### config.mk
export PLATFORM = sky130hd
export DESIGN_NAME = popcount_unary_tx
export DESIGN_NICKNAME = d
export VERILOG_FILES = /design/src/rtl/popcount_unary_pkg.sv /design/src/rtl/popcount_unary_tx.sv
export SDC_FILE = /design/constraint.sdc
export NUM_CORES = 1
export LEC_CHECK = 0
export ABC_CLOCK_PERIOD_IN_PS = 1100
export BUFFER_PORTS_ARGS = -buffer_cell sky130_fd_sc_hd__clkbuf_2
export CORE_AREA = 2 2 39 41
export CTS_CLUSTER_DIAMETER = 60
export DETAILED_ROUTE_END_ITERATION = 10
export DIE_AREA = 0 0 41 43
export GPL_TIMING_DRIVEN = 0
export PLACE_DENSITY = 0.51
export SKIP_CTS_REPAIR_TIMING = 1
export SYNTH_ARGS = -nofsm -noshare
export SYNTH_HDL_FRONTEND = slang
export SYNTH_SLANG_ARGS = --single-unit
### constraint.sdc
create_clock -name clk -period 1.1 [get_ports clk]
set_input_delay 0.055 -clock clk [delete_from_list [all_inputs] [get_ports clk]]
set_output_delay 0.055 -clock clk [all_outputs]
set_load 0.05 [all_outputs]
### src/rtl/popcount_unary_pkg.sv
// popcount_unary_pkg: shared FSM state type and count-width helper for the popcount family.
package popcount_unary_pkg;

   typedef enum logic {IDLE, EMIT} state_t;

   function automatic int cnt_w(input int n);
      return $clog2(n + 1);
   endfunction

endpackage

### src/rtl/popcount_unary_tx.sv
// popcount_unary_tx: serial thermometer transmitter, k ones then N-k zeros per N-beat frame.
// Define POPCOUNT_UNARY_TX_OVF_EN to add a sticky ovf flag for counts above N.
module popcount_unary_tx
   import popcount_unary_pkg::*;
#(
   parameter int N = 3,
   parameter int W = cnt_w(N)
) (
   input  logic         clk,
   input  logic         rst,
   input  logic         in_valid,
   output logic         in_ready,
   input  logic [W-1:0] in_count,
   output logic         out_valid,
   input  logic         out_ready,
   output logic         out_bit,
`ifdef POPCOUNT_UNARY_TX_OVF_EN
   output logic         out_last,
   output logic         ovf
`else
   output logic         out_last
`endif
);

   localparam logic [W-1:0] NMAX = W'(N);
   localparam logic [W-1:0] LAST = W'(N - 1);

   state_t         state_q, state_d;
   logic [W-1:0]   k_q, k_d, idx_q, idx_d;
   logic           in_hs, out_hs;

   assign out_valid = state_q == EMIT;
   assign out_bit   = idx_q < k_q;
   assign out_last  = out_valid && idx_q == LAST;
   // Accepting on the last beat lets the next frame start with no bubble.
   assign in_ready  = !rst && (state_q == IDLE || (out_last && out_ready));
   assign in_hs     = in_valid && in_ready;
   assign out_hs    = out_valid && out_ready;

   always_comb begin
      state_d = state_q;
      k_d     = k_q;
      idx_d   = idx_q;
      if (in_hs) begin
         state_d = EMIT;
         k_d     = in_count > NMAX ? NMAX : in_count;
         idx_d   = '0;
      end else if (out_hs) begin
         state_d = out_last ? IDLE : EMIT;
         idx_d   = out_last ? '0 : idx_q + 1'b1;
      end
   end

   always_ff @(posedge clk) begin
      if (rst) begin
         state_q <= IDLE;
         k_q     <= '0;
         idx_q   <= '0;
      end else begin
         state_q <= state_d;
         k_q     <= k_d;
         idx_q   <= idx_d;
      end
   end

`ifdef POPCOUNT_UNARY_TX_OVF_EN
   logic ovf_q;

   always_ff @(posedge clk) begin
      if (rst)
         ovf_q <= 1'b0;
      else if (in_hs && in_count > NMAX)
         ovf_q <= 1'b1;
   end

   assign ovf = ovf_q;
`endif

endmodule

==> impl.org <==
** Timing
- The number of hold violations in the final report was 0.
- Rel. slew slack :: 81.5%
- For the finished layout, the period the worst path requires is 1190 ps.
- For the pin with the worst max-slew slack, the measured transition is 279 ps.
- Based on the critical path, the design can be clocked at up to 843 MHz.
- Setup repair after global routing could not meet its margin everywhere.
- Setup Viol. Count Final :: 3
- Number of slew-limit violations in the final report :: 0
- Setup slack on the critical path of the routed design comes to -85.6 ps.
- On the final layout, the worst clock skew is 1.06 ps.
- Share of the cycle needed by the critical path after routing :: 108%

** Clock tree
- Clock tree synthesis inserted a total of 3 buffers.
- The clock drives 5 sinks.
- The cell sitting at the root of the clock tree is a clkbuf_4.
- The later pin in the worst-skew pair is clocked with a latency of 240 ps.
- Clock-pin slew was measured on the worst setup and hold paths at 40 ps.
- TritonCTS built the clock tree.
- In this run the number of H-tree levels came out at 1.
- Counting along the longest clock path gives a buffer depth of 2.

** Setup path
- Timing endpoint of the critical path :: out_bit
- Required arrival time at the worst endpoint :: 1040 ps
- In this run the worst setup path begins at k_q[1]$_SDFFE_PP0P_.
- The critical path goes through inv_2 > ha_4 > a21oi_4 > buf_6.
- Crit. End Element :: primary output
- STA puts the critical path data arrival time at 1130 ps.
- Worst setup SP type :: flop
- Slowest CP cell :: dfxtp_2
- Along the worst path, the maximum fanout reaches 2.
- Start-to-end type of the worst setup path :: reg -> out
- For this run, the slowest stage of the critical path takes 330 ps.
- Setup slack on the worst flop-to-flop path :: -20 ps
- Worst r2r src :: idx_q[0]$_SDFFE_PP0P_
- The number of cells on the worst reg-to-reg path is 4.
- The worst register-to-register path ends at k_q[0]$_SDFFE_PP0P_.

** Synthesis
- Biggest area consumer among synthesized cells :: dfxtp_1
- After Yosys synthesis, XOR and XNOR cells account for 0% of the synthesized area.
- By area the synthesized netlist is led by dfxtp_1, nand2b_1, a21oi_1.
- Of the total synthesized cell area, the portion taken by full adders, half adders and majority gates is 4.35%.
- Summing the sequential cell areas from Yosys gives 34.8% of the chip area.
- Main combinational cell family by area after synthesis :: simple AND/OR/NAND/NOR gates
- A synthesized cell averages 9.28 sq um.
- Cell variety after synth :: 15
- In the synthesized netlist, the number of instances is 31.
- After synthesis, the share of cell area in mux cells is 6.96%.
- Area share of the largest cell type after synthesis :: 34.8%
- Compound-cell area share of the yosys netlist :: 20.0%
- Simple-gate area share of the yosys netlist :: 28.7%
- The cell area that synthesis handed to floorplanning was 288 sq um.
- During synthesis, Yosys emitted a total of 0 warnings.
- Post-synthesis net count :: 38
- The synthesized design contains 5 register bits.

** Route
- Routed signal wires occupy layers up through met4.
- Number of search-and-repair iterations in the first detailed-routing pass :: 3
- Met3 Wirelength :: 34 um
- After detailed routing, the number of remaining DRC violations is 0.
- Number of vias per cell :: 4.28
- Summing over every cut layer, the via total after detailed routing is 278.
- Post-Route WL :: 621 um
- In the final routed layout, each cell accounts on average for 9.55 um.
- For this block, wires on met1 add up to 291 um.
- Summed over all nets, wire length on met2 after detailed routing comes to 287 um.
- The detail route stage leaves a number of antenna-violating nets equal to 0.
- Drt initial violations :: 2

** Outcome
- Result of the run :: finished with violations
- Violations in the final reports :: setup timing

** Floorplanning
- Initial Utilization :: 20.8%
- Floorplan die height :: 43 um
- In this run the core area contains 14 standard-cell rows.
- Core region area :: 1380 sq um
- Number of top-level design ports :: 10
- The die is 41 um wide.
- Die area :: 1760 sq um

** Pwr
- Worst voltage drop across the vdd grid :: 0.310 mV
- Power density relative to cell area :: 1240 nW/um^2
- The analysis attributes to cell leakage a power of 0.198 nW.

** Flow run
- Max-cap violations in this run came to 0.

** Finish
- Relative to the synthesized area, the layout overhead comes to 69.1%.
- In the layout the commonest cells are nand2b_1, clkbuf_2, buf_4.
- The repair_antennas step left the layout with diodes totalling 0.
- Share of layout cells above drive strength 1 :: 61.2%
- Once layout is done, the placed cells without fillers occupy 487 sq um.
- Final cell count without fillers :: 65
- For this run, the post-layout net count is 57.

** Global routing
- The total overflow left after global routing is 0.
- GRT Util Overall :: 7.42%
- Number of global-route vias before repair :: 210
- The initial antenna violation count was 0.
- The first global-routing pass estimated 814 um of wire.
- Entering global routing, the biggest net connects 9 pins.

** Placed design
- Once placement finished, the instance area stood at 370 sq um.
- Prior to clock tree synthesis, the placed netlist has a worst setup slack of -61.7 ps.
- The congestion estimate from routability-driven global placement came to 0.600.
- Detailed placement finished with a half-perimeter wire length of 443 um.
- Number of buffers inserted by port buffering :: 9
- Counting tap cells, the placed design contains a total of 56 instances.

** Min path
- HP Class :: in -> reg
-- layer usage --
metal	global-route usage (%)	vias up
li1	-	146
met5	0	-
met4	8.00	0
met2	9.38	7
met3	3.14	2
met1	8.33	123
-- synth_stat cells (all sizes together) --
cell / instances
dfxtp: 5
mux2i: 2
inv: 2
ha: 1
a311oi: 2
nand3b: 2
nand2b: 6
nor2: 1
or2b: 1
or3b: 1
a21oi: 6
and3b: 1
buf: 1
-- critical path, delay by kind of cell, from the launching register on --
| kind | cells | cell delay (ps) |
|---|---|---|
| flip-flops | 1 | 330 |
| adder cells (fa/ha/maj) | 1 | 240 |
| buffers and inverters | 2 | 210 |
| AO/OA/AOI/OAI | 1 | 110 |
-- cells by family (layout without fill, tap and decap cells) --
group | after synthesis | count (layout)
AOI/OAI and AO/OA | 8 | 8
adders and majority gates | 1 | 1
buffers and inverters | 3 | 21
DFF | 5 | 5
muxes | 2 | 2
and+or+nand+nor | 12 | 12
-- worst min path at each step --
stage / end / cells after the start / start
floorplan: out_valid$_SDFFE_PP0P_ / 1 / rst
global placement: out_valid$_SDFFE_PP0P_ / 3 / in_valid
detailed placement: out_valid$_SDFFE_PP0P_ / 3 / in_valid
CTS: out_valid$_SDFFE_PP0P_ / 3 / in_valid
global route: k_q[1]$_SDFFE_PP0P_ / 3 / in_count[1]
finish: out_valid$_SDFFE_PP0P_ / 3 / in_valid
-- power by group --
part           switching (W)  internal, W
Combinational      0.0000974    0.0000881
Sequential         0.0000132     0.000196
Clock              0.0000727     0.000137
Total               0.000183     0.000421
-- state kept, by name, summed over array words and instances (netlist names) --
name / flops
idx_q: 2
k_q: 2
out_valid: 1
-- metrics by stage --
stage	util, %	TNS (ps)	hold slack, ps	power, W
6_report	35.2	-147	51.0	0.000604
5_1_grt	35.2	-305	55.2	0.000645
4_1_cts	28.7	-781	44.2	0.000571
3_5_place_dp	26.8	-105	297	0.000353
3_3_place_gp	26.8	-132	283	0.000351
2_1_floorplan	-	-32.6	120	0.000317
-- area by class of cell --
class | instances | area (sq um)
clock buffers | 4 | 26.3
inverters | 2 | 7.51
well taps | 16 | 20.0
flip-flops and latches | 5 | 108
multi-input cells | 23 | 209
plain buffers | 1 | 11.3
repair buffers | 14 | 105
fillers | 153 | 897
Power figures use the tool's default switching activity.
